==> config.mk <==
export PLATFORM = sky130hd
export DESIGN_NAME = alarm_setter
export DESIGN_NICKNAME = d
export VERILOG_FILES = /design/src/rtl/alarm_pkg.sv /design/src/rtl/btn_debounce.sv /design/src/rtl/alarm_setter.sv
export SDC_FILE = /design/constraint.sdc
export NUM_CORES = 1
export LEC_CHECK = 0
export ABC_CLOCK_PERIOD_IN_PS = 10300
export BUFFER_PORTS_ARGS = -buffer_cell sky130_fd_sc_hd__buf_2
export CAP_MARGIN = 20
export CORE_ASPECT_RATIO = 0.5
export CORE_MARGIN = 2
export CORE_UTILIZATION = 30
export CTS_BUF_LIST = sky130_fd_sc_hd__clkbuf_16
export DETAILED_ROUTE_END_ITERATION = 12
export GPL_ROUTABILITY_DRIVEN = 0
export PLACE_DENSITY = 0.57
export SETUP_SLACK_MARGIN = 0.02
export SKIP_LAST_GASP = 1
export SYNTH_ARGS = -nofsm -noshare
export SYNTH_HDL_FRONTEND = slang
export SYNTH_SLANG_ARGS = --single-unit
==> constraint.sdc <==
create_clock -name clk -period 10.3 [get_ports clk]
set_input_delay 2.06 -clock clk [delete_from_list [all_inputs] [get_ports clk]]
set_output_delay 2.06 -clock clk [all_outputs]
set_load 0.1 [all_outputs]
==> src/rtl/alarm_pkg.sv <==
// Shared types and constants for the alarm target editor: FSM states, button
// events, field limits and the wrap-around step helper.
package alarm_pkg;

    typedef enum logic [2:0] {
        IDLE,
        EDIT_H,
        EDIT_M,
        EDIT_S,
        EDIT_LEN
    } state_e;

    typedef enum logic [2:0] {
        EV_NONE,
        EV_OK,
        EV_MODE,
        EV_UP,
        EV_DOWN
    } event_e;

    localparam int BTN_OK   = 0;
    localparam int BTN_MODE = 1;
    localparam int BTN_UP   = 2;
    localparam int BTN_DOWN = 3;

    localparam logic [5:0] FIELD_MIN = 6'd0;
    localparam logic [5:0] HH_MAX    = 6'd23;
    localparam logic [5:0] MM_MAX    = 6'd59;
    localparam logic [5:0] SS_MAX    = 6'd59;
    localparam logic [5:0] LEN_MAX   = 6'd60;
    localparam logic [5:0] LEN_MIN   = 6'd1;

    localparam logic [16:0] SEC_PER_HOUR = 17'd3600;
    localparam logic [16:0] SEC_PER_MIN  = 17'd60;
    localparam logic [7:0]  IDLE_MASK    = 8'b0011_1111;

    // Same-cycle presses resolve as ok > mode > up > down; the rest are dropped.
    function automatic event_e arbitrate(input logic [3:0] pulses);
        if (pulses[BTN_OK])        return EV_OK;
        else if (pulses[BTN_MODE]) return EV_MODE;
        else if (pulses[BTN_UP])   return EV_UP;
        else if (pulses[BTN_DOWN]) return EV_DOWN;
        return EV_NONE;
    endfunction

    function automatic logic [5:0] step_wrap(input logic [5:0] value,
                                             input logic [5:0] lo,
                                             input logic [5:0] hi,
                                             input logic       up);
        if (up) return (value >= hi) ? lo : value + 6'd1;
        return (value <= lo) ? hi : value - 6'd1;
    endfunction

endpackage

==> src/rtl/btn_debounce.sv <==
// Pushbutton front end: 2-FF synchroniser, stable-time debouncer and a one-cycle
// press pulse. BTN_AUTOREPEAT_EN adds hold-to-repeat pulses on enabled instances.
module btn_debounce #(
    parameter int DEBOUNCE_CYCLES = 1_000_000
`ifdef BTN_AUTOREPEAT_EN
    , parameter int CLK_FREQ  = 100_000_000
    , parameter bit REPEAT_EN = 1'b0
`endif
) (
    input  logic clk,
    input  logic rst,
    input  logic btn_i,
    output logic pulse_o
);

    localparam int CNT_W = $clog2(DEBOUNCE_CYCLES + 1);
    localparam logic [CNT_W-1:0] CNT_LAST = CNT_W'(DEBOUNCE_CYCLES - 1);

    logic [1:0]       sync_q;
    logic             stable_q;
    logic [CNT_W-1:0] cnt_q;
    logic             pulse_q;
    logic             press_pulse;
    logic             pulse_d;

    // A press is accepted on the cycle the synchronised level has differed
    // from the stable level for DEBOUNCE_CYCLES consecutive samples.
    assign press_pulse = sync_q[1] && !stable_q && (cnt_q == CNT_LAST);

    // NOTE: sequential state uses non-blocking assignments so every flop samples pre-edge values.
    always_ff @(posedge clk or negedge rst) begin
        if (!rst) begin
            sync_q   <= '0;
            stable_q <= 1'b0;
            cnt_q    <= '0;
            pulse_q  <= 1'b0;
        end else begin
            sync_q  <= {sync_q[0], btn_i};
            pulse_q <= pulse_d;
            if (sync_q[1] == stable_q) begin
                cnt_q <= '0;
            end else if (cnt_q == CNT_LAST) begin
                cnt_q    <= '0;
                stable_q <= sync_q[1];
            end else begin
                cnt_q <= cnt_q + CNT_W'(1);
            end
        end
    end

`ifdef BTN_AUTOREPEAT_EN
    if (REPEAT_EN) begin : g_repeat
        localparam int FIRST = (CLK_FREQ / 2 > 1) ? CLK_FREQ / 2 : 1;
        localparam int NEXT  = (CLK_FREQ / 8 > 1) ? CLK_FREQ / 8 : 1;
        localparam int REP_W = $clog2(FIRST + 1);

        logic [REP_W-1:0] rep_q;
        logic             held;
        logic             rep_fire;

        assign held     = stable_q && sync_q[1];
        assign rep_fire = held && (rep_q == '0) && !press_pulse;
        assign pulse_d  = press_pulse || rep_fire;

        always_ff @(posedge clk or negedge rst) begin
            if (!rst) begin
                rep_q <= '0;
            end else if (press_pulse) begin
                rep_q <= REP_W'(FIRST - 1);
            end else if (!held) begin
                rep_q <= '0;
            end else if (rep_q == '0) begin
                rep_q <= REP_W'(NEXT - 1);
            end else begin
                rep_q <= rep_q - REP_W'(1);
            end
        end
    end else begin : g_no_repeat
        assign pulse_d = press_pulse;
    end
`else
    assign pulse_d = press_pulse;
`endif

    assign pulse_o = pulse_q;

endmodule

==> src/rtl/alarm_setter.sv <==
// Button-driven editor for the alarm target (time of day, ring length, enable)
// and digit/mask source for the display. Macro BTN_AUTOREPEAT_EN enables up/down repeat.
module alarm_setter
    import alarm_pkg::*;
#(
    parameter int CLK_FREQ        = 100_000_000,
    parameter int DEBOUNCE_CYCLES = 1_000_000,
    parameter int DEFAULT_SEC     = 10,
    parameter int DEFAULT_LEN     = 60,
    parameter int EDIT_TIMEOUT_S  = 30
) (
    input  logic        clk,
    input  logic        rst,
    input  logic        btn_mode,
    input  logic        btn_up,
    input  logic        btn_down,
    input  logic        btn_ok,
    output logic [16:0] tar_sec,
    output logic [5:0]  len,
    output logic        alarm_en,
    output logic        editing,
    output logic [3:0]  h1,
    output logic [3:0]  h2,
    output logic [3:0]  m1,
    output logic [3:0]  m2,
    output logic [3:0]  s1,
    output logic [3:0]  s2,
    output logic [7:0]  disp_mask
);

    localparam longint TO_CYCLES = longint'(EDIT_TIMEOUT_S) * longint'(CLK_FREQ);
    localparam int     TO_W      = $clog2(TO_CYCLES + 1);
    localparam logic [TO_W-1:0] TO_LAST = TO_W'(TO_CYCLES - 1);

    localparam int PH_CYCLES = (CLK_FREQ / 4 > 1) ? CLK_FREQ / 4 : 1;
    localparam int PH_W      = $clog2(PH_CYCLES + 1);
    localparam logic [PH_W-1:0] PH_LAST = PH_W'(PH_CYCLES - 1);

    logic [3:0] btn_raw;
    logic [3:0] pulse;
    event_e     ev;

    assign btn_raw = {btn_down, btn_up, btn_mode, btn_ok};

    for (genvar i = 0; i < 4; i++) begin : g_btn
        btn_debounce #(
            .DEBOUNCE_CYCLES(DEBOUNCE_CYCLES)
`ifdef BTN_AUTOREPEAT_EN
            , .CLK_FREQ (CLK_FREQ)
            , .REPEAT_EN(i == BTN_UP || i == BTN_DOWN)
`endif
        ) u_db (
            .clk    (clk),
            .rst    (rst),
            .btn_i  (btn_raw[i]),
            .pulse_o(pulse[i])
        );
    end

    assign ev = arbitrate(pulse);

    state_e          state_q, state_d;
    logic [16:0]     tar_q, tar_d;
    logic [5:0]      len_q, len_d;
    logic            en_q, en_d;
    logic [5:0]      hh_q, hh_d, mm_q, mm_d, ss_q, ss_d, ln_q, ln_d;
    logic [TO_W-1:0] to_q, to_d;
    logic [PH_W-1:0] phase_q, phase_d;
    logic            blink_q, blink_d;

    logic [5:0]  tar_hh, tar_mm, tar_ss;
    logic [16:0] tar_rem;

    assign tar_hh  = 6'(tar_q / SEC_PER_HOUR);
    assign tar_rem = tar_q % SEC_PER_HOUR;
    assign tar_mm  = 6'(tar_rem / SEC_PER_MIN);
    assign tar_ss  = 6'(tar_rem % SEC_PER_MIN);

    always_ff @(posedge clk or negedge rst) begin
        if (!rst) begin
            state_q <= IDLE;
            tar_q   <= 17'(DEFAULT_SEC);
            len_q   <= 6'(DEFAULT_LEN);
            en_q    <= 1'b0;
            hh_q    <= '0;
            mm_q    <= '0;
            ss_q    <= '0;
            ln_q    <= '0;
            to_q    <= '0;
            phase_q <= '0;
            blink_q <= 1'b0;
        end else begin
            state_q <= state_d;
            tar_q   <= tar_d;
            len_q   <= len_d;
            en_q    <= en_d;
            hh_q    <= hh_d;
            mm_q    <= mm_d;
            ss_q    <= ss_d;
            ln_q    <= ln_d;
            to_q    <= to_d;
            phase_q <= phase_d;
            blink_q <= blink_d;
        end
    end

    // NOTE: every always_comb output gets a default first so no path can infer a latch.
    always_comb begin
        state_d = state_q;
        tar_d   = tar_q;
        len_d   = len_q;
        en_d    = en_q;
        hh_d    = hh_q;
        mm_d    = mm_q;
        ss_d    = ss_q;
        ln_d    = ln_q;
        to_d    = to_q + TO_W'(1);
        phase_d = phase_q;
        blink_d = blink_q;

        if (state_q == IDLE) begin
            case (ev)
                EV_MODE: begin
                    hh_d    = tar_hh;
                    mm_d    = tar_mm;
                    ss_d    = tar_ss;
                    ln_d    = len_q;
                    state_d = EDIT_H;
                end
                EV_OK:   en_d = ~en_q;
                default: ;
            endcase
        end else begin
            case (ev)
                EV_OK: begin
                    tar_d   = 17'(hh_q) * SEC_PER_HOUR + 17'(mm_q) * SEC_PER_MIN + 17'(ss_q);
                    len_d   = ln_q;
                    en_d    = 1'b1;
                    state_d = IDLE;
                end
                EV_MODE: begin
                    case (state_q)
                        EDIT_H:  state_d = EDIT_M;
                        EDIT_M:  state_d = EDIT_S;
                        EDIT_S:  state_d = EDIT_LEN;
                        default: state_d = EDIT_H;
                    endcase
                end
                EV_UP, EV_DOWN: begin
                    case (state_q)
                        EDIT_H:  hh_d = step_wrap(hh_q, FIELD_MIN, HH_MAX, ev == EV_UP);
                        EDIT_M:  mm_d = step_wrap(mm_q, FIELD_MIN, MM_MAX, ev == EV_UP);
                        EDIT_S:  ss_d = step_wrap(ss_q, FIELD_MIN, SS_MAX, ev == EV_UP);
                        default: ln_d = step_wrap(ln_q, LEN_MIN, LEN_MAX, ev == EV_UP);
                    endcase
                end
                default: begin
                    if (to_q == TO_LAST) begin
                        state_d = IDLE;
                        hh_d    = '0;
                        mm_d    = '0;
                        ss_d    = '0;
                        ln_d    = '0;
                    end
                end
            endcase
        end

        if (state_d == IDLE || ev != EV_NONE) to_d = '0;

        // Blink phase restarts on every state change so a new field starts visible.
        if (state_d != state_q) begin
            phase_d = '0;
            blink_d = 1'b0;
        end else if (state_q != IDLE) begin
            if (phase_q == PH_LAST) begin
                phase_d = '0;
                blink_d = ~blink_q;
            end else begin
                phase_d = phase_q + PH_W'(1);
            end
        end
    end

    logic [5:0] disp_hh, disp_mm, disp_ss;
    logic [1:0] sel_on;

    assign sel_on = {2{~blink_q}};

    always_comb begin
        disp_hh   = tar_hh;
        disp_mm   = tar_mm;
        disp_ss   = tar_ss;
        disp_mask = IDLE_MASK;
        case (state_q)
            EDIT_H: begin
                disp_hh   = hh_q;
                disp_mm   = mm_q;
                disp_ss   = ss_q;
                disp_mask = {2'b00, sel_on, 4'b1111};
            end
            EDIT_M: begin
                disp_hh   = hh_q;
                disp_mm   = mm_q;
                disp_ss   = ss_q;
                disp_mask = {4'b0011, sel_on, 2'b11};
            end
            EDIT_S: begin
                disp_hh   = hh_q;
                disp_mm   = mm_q;
                disp_ss   = ss_q;
                disp_mask = {6'b00_1111, sel_on};
            end
            EDIT_LEN: begin
                disp_hh   = '0;
                disp_mm   = '0;
                disp_ss   = ln_q;
                disp_mask = {6'b00_0000, sel_on};
            end
            default: ;
        endcase
    end

    assign h1 = 4'(disp_hh / 6'd10);
    assign h2 = 4'(disp_hh % 6'd10);
    assign m1 = 4'(disp_mm / 6'd10);
    assign m2 = 4'(disp_mm % 6'd10);
    assign s1 = 4'(disp_ss / 6'd10);
    assign s2 = 4'(disp_ss % 6'd10);

    assign tar_sec  = tar_q;
    assign len      = len_q;
    assign alarm_en = en_q;
    assign editing  = (state_q != IDLE);

endmodule

==> results.sh, run 1 <==
export IMPL_violated_checks="setup timing"
export IMPL_grt_pass1_vias=14800
export IMPL_dieWidth_um=334
export IMPL_synth_simple_area_share_pct=24.0
export IMPL_layout_common_cells="buf_4 (306), nor2_1 (267), dfrtp_1 (190)"
export IMPL_placementRows=60
export IMPL_hold_path_cell_count=0
export IMPL_die_area_um2=56300
export IMPL_critPathArrivalTime_ps=9500
export IMPL_cts_htree_levels=1
export IMPL_critPathMostFrequentCell="buf_4"
export IMPL_fillerInstances=5264
export IMPL_initial_utilization_pct=30.4
export IMPL_place_hpwl_mm=32.5
export IMPL_gr_usage_all_layers_pct=15.4
export IMPL_die_y_um=169
export IMPL_hold_violations=0
export IMPL_worst_endpoint_required_ps=8240
export IMPL_synthAdderAreaFrac_pct=9.27
export IMPL_setup_slack_ps=-1260
export IMPL_mostFrequentLayoutCell="buf_4"
export IMPL_grt_ovfl_total=0
export IMPL_critical_path_startpoint_type="register"
export IMPL_critical_path_class="reg2out"
export IMPL_total_leakage_power_nw=9.48
export IMPL_synth_seq_area_share_pct=31.5
export IMPL_synth_xor_area_share_pct=9.13
export IMPL_clk_root_buffer_cell="clkbuf_16"
export IMPL_syn_to_final_growth_pct=33.3
export IMPL_instances_no_fill=3027
export IMPL_hp_start="g_btn[1].u_db.sync_q[0]"
export IMPL_maxCapViolCount=0
export IMPL_worst_slew_pin_transition_ps=980
export IMPL_ctsHoldBuffers=0
export IMPL_n_antenna_cell=0
export IMPL_clock_fmax_mhz=86.5
export IMPL_grt_start_max_net_pins=90
export IMPL_synth_edf_count=0
export IMPL_post_route_drc=0
export IMPL_num_vias=15600
export IMPL_powerDensity_nw_per_um2=79.0
export IMPL_core_region_area_um2=53700
export IMPL_multi_input_comb_area_um2=11700
export IMPL_clock_tree_buf_depth=3
export IMPL_synth_async_reset_ratio_pct=100
export IMPL_worst_ir_drop_vdd_uv=100
export IMPL_critical_path_slowest_cell="or4_4"
export IMPL_timing_max_transition_violations_final=0
export IMPL_synth_compound_area_share_pct=20.3
export IMPL_design_portCount=63
export IMPL_worst_hold_path_endpoint="g_btn[1].u_db.sync_q[1]"
export IMPL_netlist_area_um2=16300
export IMPL_cell_count_after_synthesis=1976
export IMPL_share_of_post_route_cells_with_drive_strength_above_1_pct=27.0
export IMPL_critical_path_reg2reg_startpoint="tar_sec[11]"
export IMPL_ys_warn_count=0
export IMPL_synth_top_family_by_area="simple AND/OR/NAND/NOR gates"
export IMPL_slew_headroom_pct=34.2
export IMPL_clkLatencyLatePin_ps=540
export IMPL_seq_area_um2=5160
export IMPL_worst_setup_hold_path_clk_slew_ps=60
export IMPL_first_pass_grt_wire_length_mm=73.8
export IMPL_ff2ff_path_depth=33
export IMPL_detail_route_first_pass_iterations=5
export IMPL_clock_sinks=205
export IMPL_grt_setup_unrepaired="true"
export IMPL_post_drt_wl_per_cell_um=14.9
export IMPL_run_status="finished with violations"
export IMPL_finalCritPeriodShare_pct=112
export IMPL_placed_cells=2943
export IMPL_crit_startpoint="tar_sec[11]"
export IMPL_synth_cell_types=101
export IMPL_worstHoldPathType="reg2reg"
export IMPL_wire_length_reported_by_the_detailed_router_mm=45.1
export IMPL_portBuffers=57
export IMPL_cts_tree="yes"
export IMPL_worst_path_max_fanout=6
export IMPL_finalWorstPathRequiredPeriod_ps=11560
export IMPL_drt_iter0_markers=918
export IMPL_design_final_nets=2411
export IMPL_timing_clock_skew_ps=15.7
export IMPL_final_report_setup_violation_count=10
export IMPL_layout_core_utilization_pct=40.5
export IMPL_mean_post_synth_cell_area_um2=8.25
export IMPL_cp_end_kind="output port"
export IMPL_antenna_violations_before_repair=0
export IMPL_detail_route_antenna_nets=0
export IMPL_muxShareOfSynthArea_pct=1.47
export IMPL_numCtsBuffers=24
export IMPL_rrSetupSlack_ps=2840
export IMPL_dominantRegCellSynth="dfrtp_1"
export IMPL_cpPeakStageDelay_ps=530
export IMPL_whs_ps=350
export IMPL_synth_seq_cells=205
export IMPL_routed_via_density=5.15
export IMPL_worst_r2r_endpoint="mm_q[0]"
## cells by family after synthesis
family                     count (synthesis)
muxes                                     22
xor gates and xnor gates                 169
adders and majority gates                111
buffers and inverters                    166
DFF                                      205
AOI/OAI and AO/OA                        491
other                                      1
and+or+nand+nor                          811
## per-layer routing
layer	track usage, %	share of wire (%)	vias up
met2	26.3	47	287
met1	20.5	46	7486
met3	1.48	3.3	82
met5	0	0	-
met4	5.10	2.9	0
li1	-	-	7729
## power breakdown
| part | switching, mW | total, mW | internal (mW) |
|---|---|---|---|
| combinational | 0.0322 | 0.0384 | 0.00624 |
| clock | 0.360 | 0.862 | 0.502 |
| sequential | 0.00430 | 0.815 | 0.811 |
## layout make-up
type | instances | area share, %
multi-input combinational | 1609 | 53.7
sequential | 205 | 23.8
timing repair buffer | 376 | 13.5
tap | 713 | 4.11
clock buffer | 24 | 2.77
inverter | 80 | 1.38
clock inverter | 20 | 0.864
## Yosys cell counts (all sizes together), types with 9 or more instances
cell type,instances,area (µm²)
xor2,74,648
a21o,22,165
nand4,31,194
o22ai,22,138
o211ai,16,120
xnor2,95,840
or3,20,130
and2,20,125
dfrtp,199,4980
nand3,90,460
nor4,24,165
a211oi,21,163
nor3,50,255
o21a,12,90.1
nand2b,16,100
o21ai,115,579
clkbuf,61,230
mux2i,9,90.1
or2,14,87.6
nor2b,14,87.6
fa,17,340
a311oi,9,97.6
mux2,13,150
inv,78,293
ha,92,1150
a31oi,23,144
nor2,275,1030
buf,25,159
a21oi,118,606
and3,55,344
o31ai,14,120
nand2,168,631
## stage by stage
step | TNS (ps) | worst slack, ps | cell area [µm²] | power, mW
finish | -6290 | -1260 | 21700 | 1.72
global route | -9770 | -1600 | 21700 | 1.79
global placement | -3120 | -777 | 19800 | 0.870
detailed placement | -3410 | -835 | 19800 | 0.870
CTS | -5240 | -1160 | 21000 | 1.75
floorplan | -4640 | -907 | 16700 | 0.850
## worst max-delay path: cells and delay by family (launching register included)
family | cells | cell delay [ps]
and+or+nand+nor | 9 | 2130
DFF | 1 | 520
buffers and inverters | 9 | 1340
adders and majority gates | 1 | 190
AOI/OAI and AO/OA | 17 | 4270
muxes | 1 | 270
xor gates and xnor gates | 1 | 230
## how the worst max path moves through the flow
stage,slack (ps),depth (start not counted),to
final,-1260,38,s2[3]
after floorplan,-910,37,s2[1]
after global routing,-1600,42,s2[3]
after global placement,-780,35,s2[3]
after CTS,-1160,38,s2[3]
after detailed placement,-830,36,s2[3]
## registers in the layout, indices dropped and copies added, names as in the netlist, 3 cells and up
| register | cells |
|---|---|
| g_btn.u_db.cnt_q | 80 |
| hh_q | 6 |
| ln_q | 6 |
| tar_sec | 17 |
| ss_q | 6 |
| g_btn.u_db.stable_q | 4 |
| to_q | 32 |
| g_btn.u_db.pulse_o | 4 |
| g_btn.u_db.sync_q | 8 |
| phase_q | 25 |
| mm_q | 6 |
| state_q | 3 |
| len | 6 |
## what timing repair did
item,in CTS,in global routing
setup buffers,18,23
pin swaps,28,53
gates resized for setup,68,89
endpoints found under the setup margin,11,12
Note: power is estimated with default switching activity, not from simulation.
==> inputs of run 2 (changes only) <==
REMOVE_ABC_BUFFERS = 1   (was not set)
==> results.sh, run 2 (synthesis results as in run 1) <==
export IMPL_grt_start_max_net_pins=100
export IMPL_top_regs="g_btn.u_db.cnt_q (80), to_q (32), phase_q (25)"
export IMPL_critPathTopFamily="compound AO/OA/AOI/OAI gates"
export IMPL_detailedPlace_worstSlack_ps=-972
export IMPL_proportion_of_power_drawn_by_combinational_gates_pct=2.2
export IMPL_whs_ps=347
export IMPL_detail_route_first_pass_iterations=5
export IMPL_syn_to_final_growth_pct=33.0
export IMPL_critPathMostFrequentCell="or3_4"
export IMPL_core_region_area_um2=53700
export IMPL_design_portCount=63
export IMPL_netSwitchingFraction_pct=22.0
export IMPL_cp_end_kind="output port"
export IMPL_cpPeakStageDelay_ps=430
export IMPL_worst_path_max_fanout=6
export IMPL_final_report_setup_violation_count=7
export IMPL_power_share_sequential_pct=46.5
export IMPL_n_antenna_cell=0
export IMPL_timing_clock_skew_ps=21.1
export IMPL_critical_path_slowest_cell="dfrtp_2"
export IMPL_grt_pass1_vias=15100
export IMPL_worst_slew_pin_transition_ps=882
export IMPL_crit_startpoint="tar_sec[9]"
export IMPL_clock_tree_buf_depth=3
export IMPL_timing_max_transition_violations_final=0
export IMPL_routed_via_density=5.15
export IMPL_design_final_nets=2402
export IMPL_finalCritPeriodShare_pct=111
export IMPL_powerDensity_nw_per_um2=80.8
export IMPL_clk_root_buffer_cell="clkbuf_16"
export IMPL_clock_sinks=205
export IMPL_power_share_clock_pct=51.3
export IMPL_die_y_um=169
export IMPL_run_status="finished with violations"
export IMPL_power_report_internal_total_mw=1.37
export IMPL_maxCapViolCount=0
export IMPL_detail_route_antenna_nets=0
export IMPL_layout_common_cells="buf_4 (287), nor2_1 (264), dfrtp_1 (194)"
export IMPL_initial_utilization_pct=30.4
export IMPL_ctsHoldBuffers=0
export IMPL_post_drt_wl_per_cell_um=14.9
export IMPL_portBuffers=57
export IMPL_critical_path_class="reg2out"
export IMPL_cts_htree_levels=1
export IMPL_place_hpwl_mm=32.1
export IMPL_hold_violations=0
export IMPL_power_switching_mw=0.385
export IMPL_worst_endpoint_required_ps=8240
export IMPL_first_pass_grt_wire_length_mm=74.1
export IMPL_worstHoldPathType="reg2reg"
export IMPL_cts_tree="yes"
export IMPL_num_vias=15500
export IMPL_total_leakage_power_nw=9.55
export IMPL_critical_path_reg2reg_startpoint="tar_sec[9]"
export IMPL_fillerInstances=5279
export IMPL_critical_path_startpoint_type="register"
export IMPL_finalWorstPathRequiredPeriod_ps=11440
export IMPL_clock_fmax_mhz=87.4
export IMPL_drt_iter0_markers=882
export IMPL_grt_setup_unrepaired="true"
export IMPL_dieWidth_um=334
export IMPL_die_area_um2=56300
export IMPL_violated_checks="setup timing"
export IMPL_gr_usage_all_layers_pct=15.3
export IMPL_worst_setup_hold_path_clk_slew_ps=60
export IMPL_share_of_post_route_cells_with_drive_strength_above_1_pct=27.1
export IMPL_worst_ir_drop_vdd_uv=89.8
export IMPL_grt_ovfl_total=0
export IMPL_critical_path_n_buffers_inverters=3
export IMPL_post_route_drc=0
export IMPL_hp_start="g_btn[2].u_db.sync_q[0]"
export IMPL_largest_register_ff_count=80
export IMPL_mostFrequentLayoutCell="buf_4"
export IMPL_slew_headroom_pct=41.0
export IMPL_antenna_violations_before_repair=0
export IMPL_numCtsBuffers=24
export IMPL_regMostFlops="g_btn.u_db.cnt_q"
export IMPL_setup_slack_ps=-1140
export IMPL_clkLatencyLatePin_ps=540
export IMPL_wire_length_reported_by_the_detailed_router_mm=45.1
export IMPL_critPathArrivalTime_ps=9380
export IMPL_placementRows=60
==> run 2: cell types whose count changed in the layout (fill, tap and decap cells not counted), moves of 3 or more <==
cell and change:
dfrtp_4 -6, dfrtp_1 +4, o21ai_2 -6, a21oi_2 +4, nand2_2 +3, buf_6 +11, o21ai_1 +5, nor2_1 -3
nor4_2 +3, a31oi_4 -3, xnor2_1 -3, buf_4 -19
==> run 2: worst reg2reg max path, delay by kind of cell, from the launching register on <==
kind            cells  cell delay, ps
flops               1             430
compound gates     15            3450
buf+inv             9            1430
simple gates        7            1990
mux                 1             130
==> run 2: path summary, 6_finish.rpt <==
kind / cells after the start / slack, ps / endpoint
max: 35 / -1140 / s2[3]
min: 0 / 350 / g_btn[2].u_db.sync_q[1]
max reg2reg: 32 / 2810 / mm_q[0]
min reg2reg: 0 / 350 / g_btn[2].u_db.sync_q[1]
max in group asynchronous: 2 / 7360 / phase_q[12]
min in group asynchronous: 1 / 1560 / g_btn[3].u_db.cnt_q[19]
==> run 2: routing by layer <==
metal  up-vias  wire length, µm  track usage [%]
met1      7484            20800             20.6
met4         0              886             3.86
met3        64             1350            0.951
met5         -                0                0
li1       7713                -                -
met2       282            22000             26.9
==> run 2: timing repair <==
| action | 4_1_cts | 5_1_grt |
|---|---|---|
| setup buffers | 17 | 30 |
| endpoints found under the setup margin | 12 | 12 |
| cloned | 0 | 0 |
| pin swaps | 32 | 70 |
| resized for setup | 81 | 165 |
==> run 2: area by class of cell <==
type	count	area, µm²	area share [%]
clock buffer	24	601	2.77
tap	713	892	4.11
clock inverter	18	231	1.07
multi-input combinational	1609	11600	53.6
inverter	80	300	1.38
sequential	205	5140	23.7
timing repair buffer	367	2900	13.4
==> run 2: per-stage QoR <==
| stage | total power [mW] | TNS [ps] | utilization (%) | instances | instance area [µm²] |
|---|---|---|---|---|---|
| floorplan | 0.847 | -27000 | - | 1894 | 15900 |
| global placement | 0.869 | -3240 | 35.9 | 2928 | 19300 |
| detailed placement | 0.870 | -4790 | 35.9 | 2928 | 19300 |
| CTS | 1.78 | -4400 | 38.4 | 2987 | 20600 |
| global route | 1.82 | -9430 | 40.4 | 3016 | 21700 |
| finish | 1.75 | -4950 | 40.4 | 3016 | 21700 |
==> run 2: power groups by stage <==
stage	registers, mW	clock network [mW]	logic [mW]
after global placement	0.830	0	0.0397
after CTS	0.815	0.925	0.0402
after global routing	0.816	0.960	0.0445
final	0.815	0.899	0.0381
after detailed placement	0.830	0	0.0401
after floorplan	0.829	0	0.0183
